**config.mk**
```make
export PLATFORM = sky130hd
export DESIGN_NAME = led_pattern_sequencer
export DESIGN_NICKNAME = d
export VERILOG_FILES = /design/src/rtl/led_pattern_sequencer.sv
export SDC_FILE = /design/constraint.sdc
export NUM_CORES = 1
export LEC_CHECK = 0
export CORE_ASPECT_RATIO = 0.5
export CORE_MARGIN = 2
export CORE_UTILIZATION = 65
export DETAILED_ROUTE_END_ITERATION = 12
export PLACE_DENSITY = 0.85
export SLEW_MARGIN = 0
export SYNTH_ARGS = -nofsm -noshare
export SYNTH_HDL_FRONTEND = slang
export SYNTH_SLANG_ARGS = --single-unit
```
**constraint.sdc**
```tcl
create_clock -name clk -period 4.83 [get_ports clk]
set_input_delay 0.483 -clock clk [delete_from_list [all_inputs] [get_ports clk]]
set_output_delay 0.483 -clock clk [all_outputs]
set_load 0.005 [all_outputs]
```
**src/rtl/led_pattern_sequencer.sv**
```systemverilog
`default_nettype none
// ============================================================================
//  Module      : led_pattern_sequencer
//  Description : Programmable LED pattern sequencer. An 8-entry step table
//                holds {dur, mask} pairs. A prescaler produces a tick every
//                DIVISOR clocks, and a two-state controller walks the table
//                in one-shot or loop mode under start/stop control.
//  Revision    : 1.0 - initial release
// ============================================================================
module led_pattern_sequencer #(
    parameter logic [31:0] DIVISOR   = 32'd12000000,
    parameter int          CNT_WIDTH = 32
) (
    input  logic       clk,
    input  logic       rst,
    input  logic       wr_en,
    input  logic [2:0] wr_addr,
    input  logic [8:0] wr_data,
    input  logic       start,
    input  logic       stop,
    input  logic       loop,
    output logic [4:0] led,
    output logic       busy,
    output logic [2:0] step_idx,
    output logic       done
);

    typedef enum logic [0:0] {
        S_IDLE = 1'b0,
        S_RUN  = 1'b1
    } state_t;

    // Terminal prescaler count; tick is asserted while the count sits here.
    localparam logic [CNT_WIDTH-1:0] c_tick_max = CNT_WIDTH'(DIVISOR - 32'd1);
    localparam logic [CNT_WIDTH-1:0] c_one      = CNT_WIDTH'(1);

    // Step table: bits [8:5] hold the duration in ticks, bits [4:0] the mask.
    logic [8:0]           table_q [8];

    state_t               state_q,     state_d;
    logic [4:0]           led_q,       led_d;
    logic [2:0]           step_idx_q,  step_idx_d;
    logic [3:0]           remaining_q, remaining_d;
    logic [CNT_WIDTH-1:0] presc_q,     presc_d;
    logic                 done_q,      done_d;

    logic                 w_tick;
    logic [2:0]           w_nxt;
    logic                 w_end_pat;
    logic [3:0]           w_dur0;
    logic [4:0]           w_mask0;
    logic [3:0]           w_dur_nxt;
    logic [4:0]           w_mask_nxt;

    assign w_tick     = (presc_q == c_tick_max);
    assign w_nxt      = step_idx_q + 3'd1;
    assign w_dur0     = table_q[0][8:5];
    assign w_mask0    = table_q[0][4:0];
    assign w_dur_nxt  = table_q[w_nxt][8:5];
    assign w_mask_nxt = table_q[w_nxt][4:0];
    // Step 7 is always last; otherwise a zero duration terminates the pattern.
    assign w_end_pat  = (step_idx_q == 3'd7) || (w_dur_nxt == 4'd0);

    // Step table storage; writes are accepted in any state.
    always_ff @(posedge clk) begin
        if (rst) begin
            for (int i = 0; i < 8; i++) begin
                table_q[i] <= 9'd0;
            end
        end else if (wr_en) begin
            table_q[wr_addr] <= wr_data;
        end
    end

    // Controller state and datapath registers.
    always_ff @(posedge clk) begin
        if (rst) begin
            state_q     <= S_IDLE;
            led_q       <= 5'd0;
            step_idx_q  <= 3'd0;
            remaining_q <= 4'd0;
            presc_q     <= '0;
            done_q      <= 1'b0;
        end else begin
            state_q     <= state_d;
            led_q       <= led_d;
            step_idx_q  <= step_idx_d;
            remaining_q <= remaining_d;
            presc_q     <= presc_d;
            done_q      <= done_d;
        end
    end

    // Next-state logic: step entry latches mask/dur so later table writes
    // to the running entry only show up on its next entry.
    always_comb begin
        state_d     = state_q;
        led_d       = led_q;
        step_idx_d  = step_idx_q;
        remaining_d = remaining_q;
        presc_d     = presc_q;
        done_d      = 1'b0;

        case (state_q)
            S_IDLE: begin
                led_d       = 5'd0;
                step_idx_d  = 3'd0;
                remaining_d = 4'd0;
                presc_d     = '0;
                if (start && !stop) begin
                    if (w_dur0 != 4'd0) begin
                        state_d     = S_RUN;
                        led_d       = w_mask0;
                        remaining_d = w_dur0;
                    end else begin
                        // Empty pattern: complete immediately.
                        done_d = 1'b1;
                    end
                end
            end

            S_RUN: begin
                if (stop) begin
                    state_d     = S_IDLE;
                    led_d       = 5'd0;
                    step_idx_d  = 3'd0;
                    remaining_d = 4'd0;
                    presc_d     = '0;
                end else begin
                    presc_d = w_tick ? '0 : (presc_q + c_one);
                    if (w_tick) begin
                        if (remaining_q > 4'd1) begin
                            remaining_d = remaining_q - 4'd1;
                        end else if (!w_end_pat) begin
                            step_idx_d  = w_nxt;
                            led_d       = w_mask_nxt;
                            remaining_d = w_dur_nxt;
                        end else if (loop) begin
                            // Prescaler keeps running so step periods stay exact.
                            step_idx_d  = 3'd0;
                            led_d       = w_mask0;
                            remaining_d = w_dur0;
                        end else begin
                            state_d     = S_IDLE;
                            led_d       = 5'd0;
                            step_idx_d  = 3'd0;
                            remaining_d = 4'd0;
                            presc_d     = '0;
                            done_d      = 1'b1;
                        end
                    end
                end
            end

            default: begin
                state_d = S_IDLE;
            end
        endcase
    end

    assign led      = led_q;
    assign busy     = (state_q == S_RUN);
    assign step_idx = step_idx_q;
    assign done     = done_q;

endmodule
`default_nettype wire

```
# ---- After elaboration in Yosys (flattened, before gate mapping)
# Memory sizes are Yosys's and may differ from the RTL's.
# Cells that the tools add are included.
dict set report op_classes {
  n_addsub 3
  order_cmp 1
  eq_ne 4
  mux 52
  bitwise 1
  reduce_logical 7
}
# operator n
set ops {}
lappend ops {{$mux 32} 6}
lappend ops {{$pmux 32 s2} 1}
lappend ops {{$mux 5} 7}
lappend ops {{$add 32x1->32 const B} 1}
lappend ops {{$eq 32x24->1 const B} 1}
lappend ops {{$mux 4} 7}
lappend ops {{$mux 1} 20}
lappend ops {{$mux 3} 5}
lappend ops {{$pmux 5 s2} 1}
lappend ops {{$mux 9} 1}
lappend ops {{$reduce_or 9->1} 1}
lappend ops {{$pmux 4 s2} 1}
lappend ops {{$pmux 3 s2} 1}
lappend ops {{$gt 4x1->1 const B} 1}
lappend ops {{$logic_not 4->1} 1}
lappend ops {{$pmux 1 s2} 2}
lappend ops {{$reduce_bool 4->1} 1}
lappend ops {{$sub 4x1->4 const B} 1}
lappend ops {{$add 3x1->3 const B} 1}
lappend ops {{$eq 3x3->1 const B} 1}
lappend ops {{$ne 3x2->1 const B} 1}
lappend ops {{$ne 3x3->1 const B} 1}
lappend ops {{$reduce_and 2->1} 1}
lappend ops {{$logic_and 1x1->1} 1}
lappend ops {{3 further kinds} 3}
dict set report totals {
  register_bits 46
  ramBits 72
  inputBits 18
  output_inout_bits 10
  word_cells 75
  memories 1
}
# name words width rd rd_clocked_by_memory_dff wr line_no
set memory_table {}
lappend memory_table {table_q 8 9 2 0 8 38} ;# logic [8:0] table_q [8];

# ---- Depth between registers and ports, before layout
# Gate-level depths: netlist of the first run.
# An unclocked memory read counts as a cell.
dict set report logic_depth {
  ltp_word 9
  depth_mapped 9
  depth_no_buf 7
}

# ---- Least setup slack after synthesis of the first run
# OpenSTA, ideal clock, no wires.
dict set report synth_path {
  kind {reg2reg}
  start {register step_idx_q[0] (netlist: step_idx[0])}
  end {register remaining_q[2]}
  setup_ps 87
  arrival_ps 2236
  t_required_ps 4743
  path_slack_ps 2508
  path_stages_with_launch 10
  n_path_buf 2
  synth_period_minus_slack_ps 2322
  cell_sequence {dfxtp_1 -> ha_1 -> ha_1 -> buf_2 -> mux4_2 -> mux2i_1 -> a41o_1 -> buf_6 -> nand4_1 -> a221oi_2}
}
dict set report synth_between {
  elab_chain_len 9
  elab_cells_between_ends 10
  classes_between {add/sub (1); eq/ne (1); mux (5); reduce/logical (2); memory (1)}
}
# element line_no
set synth_lines {}
lappend synth_lines {{start: declaration} 42} ;# logic [2:0] step_idx_q, step_idx_d;
lappend synth_lines {{start signal: assignment} 87} ;# step_idx_q <= step_idx_d;
lappend synth_lines {{$add 3x1->3} 56} ;# assign w_nxt = step_idx_q + 3'd1;
lappend synth_lines {{$mem_v2 8x9} n/a}
lappend synth_lines {{$logic_not 4->1} 62} ;# assign w_end_pat = (step_idx_q == 3'd7) || (w_dur_nxt == 4'd0);
lappend synth_lines {{$logic_or 1x1->1} 62}
lappend synth_lines {{$mux 4 (*)} 134} ;# end else if (!w_end_pat) begin
lappend synth_lines {{$mux 4 (*)} 132} ;# if (remaining_q > 4'd1) begin
lappend synth_lines {{$mux 4 (*)} 131} ;# if (w_tick) begin
lappend synth_lines {{$mux 4 (*)} 123} ;# if (stop) begin
lappend synth_lines {{$pmux 4 s2 (*)} 104} ;# case (state_q)
lappend synth_lines {{end signal: assignment} 88} ;# remaining_q <= remaining_d;
lappend synth_lines {{end: declaration} 43} ;# logic [3:0] remaining_q, remaining_d;
# Every way passes the cells marked *; elsewhere a longest branch is shown, timed or not. The select of a mux whose other input is x is not followed.
# A chain may end at the register's enable or synchronous reset.

# ---- Final worst setup path of the first run
# Same ends and word-level chain as after synthesis.

==> run summary, run 1 <==
Launch instance of the worst min-delay path = presc_q[0]
Resize count post-CTS = 0
Switching share of power = 21.7%
Share of synthesized flip-flops with an asynchronous set or reset = 0%
Number of enable-type register cells in the synthesized netlist = 72
Fraction of layout instances using a drive strength above 1 = 10.6%
Detailed Routing Iterations Pass 1 = 5
RSZ-0062 raised after global routing = no
# H-tree levels = 4
Post-CTS Repair Setup Buffers = 0
DP Worst Slack = 1.68 ns
Die Ht = 70.2 µm
Flip-flop and latch count after synthesis = 118
Ratio of total power to cell area = 378 nW/µm²
Port-buffer cells = 27
Synth Area per Inst = 11.3 µm²
Clock transition at the registers of the reported paths = 0.05 ns
Setup clock skew after layout = 0.00981 ns
Violation count after the first detailed-route iteration = 351
Peak supply drop = 333 µV
Portion of synthesized cell area occupied by the leading cell type = 38.0%
Setup crit start = step_idx[0]
Sequential-to-total area share from yosys stat = 54.1%
Final Cycle Share = 66.2%
Antenna diode instance count = 0
Worst hold path class = reg2reg
Maximum number of pins on one net before global-route repair = 33
Arrival time worst endpoint = 3.52 ns
Slew of the pin with the lowest slew margin = 0.937 ns
Required time reported for the critical path endpoint = 5.16 ns
Post-detailed-routing wire length = 13100 µm
Comb power frac = 5.0%
CP max FO = 16
Overall die area = 9570 µm²
Final weighted congestion in routability-driven placement = 0.883
Count of unique library cells instantiated by Yosys = 54
Global-route wire length before repair = 20900 µm
CORE AREA = 8620 µm²
Net Count, Synth = 525
Part of the total power dissipated in sequential elements = 45.2%
FF-to-FF Start = step_idx[0]
PnR Total Power = 2.52 mW
Top-level port count = 28
Initial antenna violation count = 0
Post-detailed-placement half-perimeter wirelength = 8320 µm
Clk network pwr share = 49.8%
Average vias per placed instance = 6.25
Clock period minus worst slack = 3.20 ns
Endpoints failing setup = 0
Minimum setup slack in the final design = 1.63 ns
Clock latency at the later pin of the worst-skew pair = 0.41 ns
Placed Area = 6050 µm²
Top FF cell, synth = sky130_fd_sc_hd__edfxtp_1
Number of nets still failing antenna checks after routing = 0
Netlist area before placement = 5690 µm²
Maximum buffer depth of the clock tree = 2
Layout overhead on the synthesized area = 17.0%
Register-to-register setup slack = 1.63 ns
Leak pwr = 2.17 nW
Worst Setup Path Type = reg2reg
Result of the run = completed
Overall routing resource usage = 29.9%
Final Hold Fails = 0
Element type at the critical path start = flop
Leading cell types by total area after synthesis = sky130_fd_sc_hd__edfxtp_1, sky130_fd_sc_hd__dfxtp_1, sky130_fd_sc_hd__and2_1, sky130_fd_sc_hd__mux2i_1, sky130_fd_sc_hd__mux4_2
Headroom to the max-slew limit = 37.4%
FMAX = 0.313 GHz
Cell Int Power = 1.97 mW
Final TNS setup = 0 ns
Final core utilization = 77.3%
Vias in the first global route = 3877
Number of warning messages in the yosys log = 0
Max-cap violations = 0
Nets = 559
Final cell area excluding filler cells = 6660 µm²
Detailed-route via count = 4163
Sw power = 0.546 mW
# clock sinks = 118
Fill cell count = 502
Horizontal extent of the die = 136 µm
Gate count of the mapped netlist = 502
Setup crit end kind = flop
Number of buffers created by CTS = 17
Count of hold-fix buffers inserted at cts = 0
FP Rows = 24
Initial Utilization = 66.1%
Overflow left after global routing = 0
Cell chosen for the clock root = sky130_fd_sc_hd__clkbuf_16
Drt drc = 0
Cell type with the largest total area after synthesis = sky130_fd_sc_hd__edfxtp_1
TritonCTS clock tree = yes
Count of pins over their slew limit = 0
WL per Instance = 19.6 µm
layout by cell type (no fill, tap or decap), types with 5 or more instances in the layout:
cell                              netlist  final
sky130_fd_sc_hd__xor2_1                 5      5
sky130_fd_sc_hd__nor3_1                12     12
sky130_fd_sc_hd__inv_1                 12     12
sky130_fd_sc_hd__or2_2                  8      8
sky130_fd_sc_hd__nor4_1                 8      8
sky130_fd_sc_hd__and2_1                75     75
sky130_fd_sc_hd__nand3_1               15     15
sky130_fd_sc_hd__clkbuf_16              0     20
sky130_fd_sc_hd__clkdlybuf4s50_1        0     27
sky130_fd_sc_hd__a21oi_1               19     19
sky130_fd_sc_hd__dfxtp_1               46     46
sky130_fd_sc_hd__nand2_1               20     20
sky130_fd_sc_hd__edfxtp_1              72     72
sky130_fd_sc_hd__o21ai_0               12     12
sky130_fd_sc_hd__nand4_1               10     10
sky130_fd_sc_hd__xnor2_1               17     17
sky130_fd_sc_hd__mux4_2                 7      7
sky130_fd_sc_hd__a22oi_1               10     10
sky130_fd_sc_hd__or3_1                 11     11
sky130_fd_sc_hd__nor2_1                36     36
sky130_fd_sc_hd__a32oi_1                5      5
sky130_fd_sc_hd__ha_1                   5      5
sky130_fd_sc_hd__a22o_1                 6      6
sky130_fd_sc_hd__mux2i_1               27     27
metal layers:
layer	vias up	GRT usage, %	wire, µm
met1	2029	40.5	5660
met3	24	9.73	1140
li1	1932	-	-
met2	178	44.9	6000
met5	-	0	0
met4	0	11.9	259
per-stage QoR:
step                instances  hold slack [ns]
finish                    666            0.470
global route              666            0.480
CTS                       666            0.472
detailed placement        634            0.460
global placement          634            0.452
floorplan                 502            0.441
registers in the layout (all words and copies together), names as in the netlist:
signal,cells
led,5
remaining_q,4
done,1
busy,1
table_q,72
step_idx,3
presc_q,32
critical path: stages, from the launching register on:
cell	delay (ns)
sky130_fd_sc_hd__dfxtp_1	0.80
sky130_fd_sc_hd__ha_1	0.27
sky130_fd_sc_hd__ha_1	0.42
sky130_fd_sc_hd__mux4_2	0.38
sky130_fd_sc_hd__mux2i_1	0.28
sky130_fd_sc_hd__a41o_1	0.53
sky130_fd_sc_hd__nand4_1	0.18
sky130_fd_sc_hd__a221oi_2	0.25
final cells by class:
cell class,count,area [µm²],area share [%]
sequential,118,3080,46.3
multi-input combinational,355,2470,37.1
clock buffer,24,556,8.34
timing repair buffer,31,300,4.51
tap,117,146,2.20
clock inverter,8,53.8,0.808
inverter,13,48.8,0.733
kinds of logic after synthesis:
group,Yosys count,synth area share (%)
mux,37,8.77
simple gates,219,21.6
flops,118,54.1
buf+inv,29,2.44
fa+ha+maj,5,1.10
compound gates,72,8.57
xor+xnor,22,3.38
synthesized netlist by cell type, types with 2 or more instances:
cell type                  count
sky130_fd_sc_hd__nand2b_1      4
sky130_fd_sc_hd__a21oi_1      19
sky130_fd_sc_hd__or3_1        11
sky130_fd_sc_hd__a211oi_1      2
sky130_fd_sc_hd__mux4_2        7
sky130_fd_sc_hd__clkbuf_1      8
sky130_fd_sc_hd__a22o_1        6
sky130_fd_sc_hd__or2_2         8
sky130_fd_sc_hd__buf_1         2
sky130_fd_sc_hd__xor2_1        5
sky130_fd_sc_hd__mux2i_4       2
sky130_fd_sc_hd__mux2i_1      27
sky130_fd_sc_hd__nor2b_1       4
sky130_fd_sc_hd__buf_6         2
sky130_fd_sc_hd__ha_1          5
sky130_fd_sc_hd__a32oi_1       5
sky130_fd_sc_hd__a21o_1        2
sky130_fd_sc_hd__edfxtp_1     72
sky130_fd_sc_hd__and4_1        4
sky130_fd_sc_hd__nor3_1       12
sky130_fd_sc_hd__nand3_1      15
sky130_fd_sc_hd__or4_1         4
sky130_fd_sc_hd__o21a_1        2
sky130_fd_sc_hd__a31oi_1       3
sky130_fd_sc_hd__clkbuf_2      2
sky130_fd_sc_hd__xnor2_1      17
sky130_fd_sc_hd__o31ai_1       4
sky130_fd_sc_hd__a22oi_1      10
sky130_fd_sc_hd__nand2_1      20
sky130_fd_sc_hd__o21ai_0      12
sky130_fd_sc_hd__nor2_1       36
sky130_fd_sc_hd__a221oi_1      2
sky130_fd_sc_hd__inv_1        12
sky130_fd_sc_hd__dfxtp_1      46
sky130_fd_sc_hd__nor4_1        8
sky130_fd_sc_hd__and2_1       75
sky130_fd_sc_hd__nand4_1      10
power groups by stage:
stage / Sequential, mW / Clock [mW] / Combinational, mW
after global routing: 1.14 / 1.32 / 0.136
final: 1.14 / 1.25 / 0.126
after global placement: 1.15 / 0 / 0.119
after floorplan: 1.14 / 0 / 0.0752
after CTS: 1.13 / 1.26 / 0.124
after detailed placement: 1.15 / 0 / 0.122
path summary, 6_finish.rpt:
path / cells after the start / end
max reg2reg: 7 / remaining_q[2]
min reg2reg: 1 / presc_q[0]
max: 7 / remaining_q[2]
min: 1 / presc_q[0]
Note: power is estimated with default switching activity, not from simulation.
==> inputs of run 2 (changes only) <==
--- a/config.mk
+++ b/config.mk
@@ -7,9 +7,9 @@
 export LEC_CHECK = 0
 export CORE_ASPECT_RATIO = 0.5
 export CORE_MARGIN = 2
-export CORE_UTILIZATION = 65
+export CORE_UTILIZATION = 60
 export DETAILED_ROUTE_END_ITERATION = 12
-export PLACE_DENSITY = 0.85
+export PLACE_DENSITY = 0.79
 export SLEW_MARGIN = 0
 export SYNTH_ARGS = -nofsm -noshare
 export SYNTH_HDL_FRONTEND = slang
==> constraint.sdc (replaced) <==
create_clock -name clk -period 3.01 [get_ports clk]
set_input_delay 0.301 -clock clk [delete_from_list [all_inputs] [get_ports clk]]
set_output_delay 0.301 -clock clk [all_outputs]
set_load 0.005 [all_outputs]
==> run 2 against run 1 <==
  * First-iteration DRC count grew 1.4%
  * Cell count grew 2.0%
  * Sequential power grew 60%
  * Largest cell class unchanged
  * Highest routed layer unchanged
  * Global-route usage shrank 3.1 points
==> run summary, run 2 (synthesis gave the netlist of run 1 again) <==
Result of the run = completed
Leak pwr = 2.21 nW
Worst hold path class = reg2reg
Register bank with the most flops = table_q
Most common library cell in the layout ignoring fill and taps = sky130_fd_sc_hd__and2_1
Ratio of total power to cell area = 614 nW/µm²
RSZ-0062 raised after global routing = no
Arrival time worst endpoint = 3.10 ns
Post-detailed-placement half-perimeter wirelength = 8360 µm
# clock sinks = 118
CP max FO = 13
PnR Total Power = 4.13 mW
Cell at the slowest stage of the critical path = sky130_fd_sc_hd__ha_1
Final Cycle Share = 92.1%
CORE AREA = 9320 µm²
Number of nets still failing antenna checks after routing = 0
Port-buffer cells = 27
Buffer and inverter count on the worst path = 0
Final Hold Fails = 0
Vias in the first global route = 3965
Drt drc = 0
Peak supply drop = 474 µV
Clock period minus worst slack = 2.77 ns
Family of cells with the greatest summed delay on the critical path = adder cells
Part of the total power dissipated in sequential elements = 44.0%
CP peak stage delay = 0.62 ns
Critical-path cell list = ha_1 -> ha_1 -> mux4_2 -> mux2i_1 -> a41o_2 -> nand4_1 -> a221oi_2
Fraction of layout instances using a drive strength above 1 = 12.0%
Placed insts = 647
Max-cap violations = 0
Count of pins over their slew limit = 0
# H-tree levels = 4
Final core utilization = 72.3%
Detailed Routing Iterations Pass 1 = 5
Detailed-route via count = 4170
Post-CTS Repair Setup Buffers = 0
Switching share of power = 21.5%
Cell chosen for the clock root = sky130_fd_sc_hd__clkbuf_16
Global-route wire length before repair = 20300 µm
Overall routing resource usage = 26.8%
Final TNS setup = 0 ns
Worst Setup Path Type = reg2reg
Overall die area = 10300 µm²
Non-Filler Instances = 679
Die Ht = 72.9 µm
Overflow left after global routing = 0
Comb power frac = 5.1%
Antenna diode instance count = 0
FP Rows = 25
Setup clock skew after layout = 0.00861 ns
Endpoints failing setup = 0
Maximum buffer depth of the clock tree = 2
Clock transition at the registers of the reported paths = 0.06 ns
Clock latency at the later pin of the worst-skew pair = 0.42 ns
Horizontal extent of the die = 142 µm
Initial Utilization = 61.1%
WL per Instance = 19.2 µm
Average vias per placed instance = 6.14
Slew of the pin with the lowest slew margin = 0.727 ns
Initial antenna violation count = 0
Most frequent CP cell = sky130_fd_sc_hd__ha_1
Maximum number of pins on one net before global-route repair = 33
Setup crit end kind = flop
FMAX = 0.361 GHz
TritonCTS clock tree = yes
Cell Int Power = 3.25 mW
Fill cell count = 635
Element type at the critical path start = flop
Nets = 568
Violation count after the first detailed-route iteration = 356
Required time reported for the critical path endpoint = 3.34 ns
Headroom to the max-slew limit = 51.0%
Top-level port count = 28
Leading cell types in the layout, fill and taps excluded = sky130_fd_sc_hd__and2_1, sky130_fd_sc_hd__edfxtp_1, sky130_fd_sc_hd__dfxtp_1
Flip-flop count of the largest register after layout = 72
Number of buffers created by CTS = 17
Post-detailed-routing wire length = 13000 µm
Sw power = 0.889 mW
Clk network pwr share = 50.9%
Layout overhead on the synthesized area = 18.3%
Final weighted congestion in routability-driven placement = 0.936
[run 2: cell count changes in the layout (fill, tap and decap cells not counted)]
cell                         change
sky130_fd_sc_hd__a41o_2          +1
sky130_fd_sc_hd__clkinv_2        +3
sky130_fd_sc_hd__clkbuf_8        -4
sky130_fd_sc_hd__inv_6           -1
sky130_fd_sc_hd__inv_4           -2
sky130_fd_sc_hd__clkbuf_16       -3
sky130_fd_sc_hd__bufinv_16       +4
sky130_fd_sc_hd__buf_4           +9
sky130_fd_sc_hd__clkinvlp_4      +2
sky130_fd_sc_hd__clkinv_1        +1
sky130_fd_sc_hd__a41o_1          -1
[run 2: worst paths after layout]
kind / startpoint / to / slack (ns) / depth (start not counted)
worst max register to register: step_idx[1] / remaining_q[2] / 0.24 / 7
worst min register to register: presc_q[0] / presc_q[0] / 0.48 / 1
worst min-delay path: presc_q[0] / presc_q[0] / 0.48 / 1
worst max-delay path: step_idx[1] / remaining_q[2] / 0.24 / 7
[run 2: routing by layer]
layer / up-vias / track usage [%] / part of all wire, %
met1: 2011 / 34.2 / 43
met3: 40 / 6.89 / 6.9
li1: 1945 / - / -
met2: 174 / 43.5 / 47
met5: - / 0 / 0
met4: 0 / 13.4 / 3.7
[run 2: layout make-up]
cell class	instances	area [µm²]	area share [%]
inverters	13	48.8	0.724
repair buffers	40	368	5.46
multi-input cells	355	2470	36.7
clock inverters	15	186	2.77
well taps	121	151	2.25
flip-flops and latches	118	3080	45.8
clock buffers	17	425	6.32
[run 2: what timing repair did]
action | 4_1_cts | 5_1_grt
hold endpoints to repair | 0 | 0
setup endpoints to repair | 0 | 3
hold buffers | 0 | 0
resized for setup | 0 | 1
[run 2: worst reg2reg max path: stages, from the launching register on]
cell	delay [ns]
sky130_fd_sc_hd__dfxtp_1	0.32
sky130_fd_sc_hd__ha_1	0.18
sky130_fd_sc_hd__ha_1	0.62
sky130_fd_sc_hd__mux4_2	0.40
sky130_fd_sc_hd__mux2i_1	0.34
sky130_fd_sc_hd__a41o_2	0.43
sky130_fd_sc_hd__nand4_1	0.15
sky130_fd_sc_hd__a221oi_2	0.25
[run 2: power groups by stage]
stage | Clock, mW | Combinational (mW) | Sequential (mW)
5_1_grt | 2.19 | 0.226 | 1.82
2_1_floorplan | 0 | 0.121 | 1.83
3_5_place_dp | 0 | 0.202 | 1.85
6_report | 2.10 | 0.210 | 1.82
4_1_cts | 2.12 | 0.207 | 1.82
3_3_place_gp | 0 | 0.197 | 1.85
[run 2: metrics by stage]
step | hold WS (ns) | setup slack, ns | cell area, µm²
finish | 0.478 | 0.239 | 6740
global placement | 0.456 | 0.351 | 6120
floorplan | 0.440 | 0.688 | 5690
CTS | 0.480 | 0.154 | 6740
global route | 0.498 | 0.107 | 6740
detailed placement | 0.467 | 0.174 | 6120
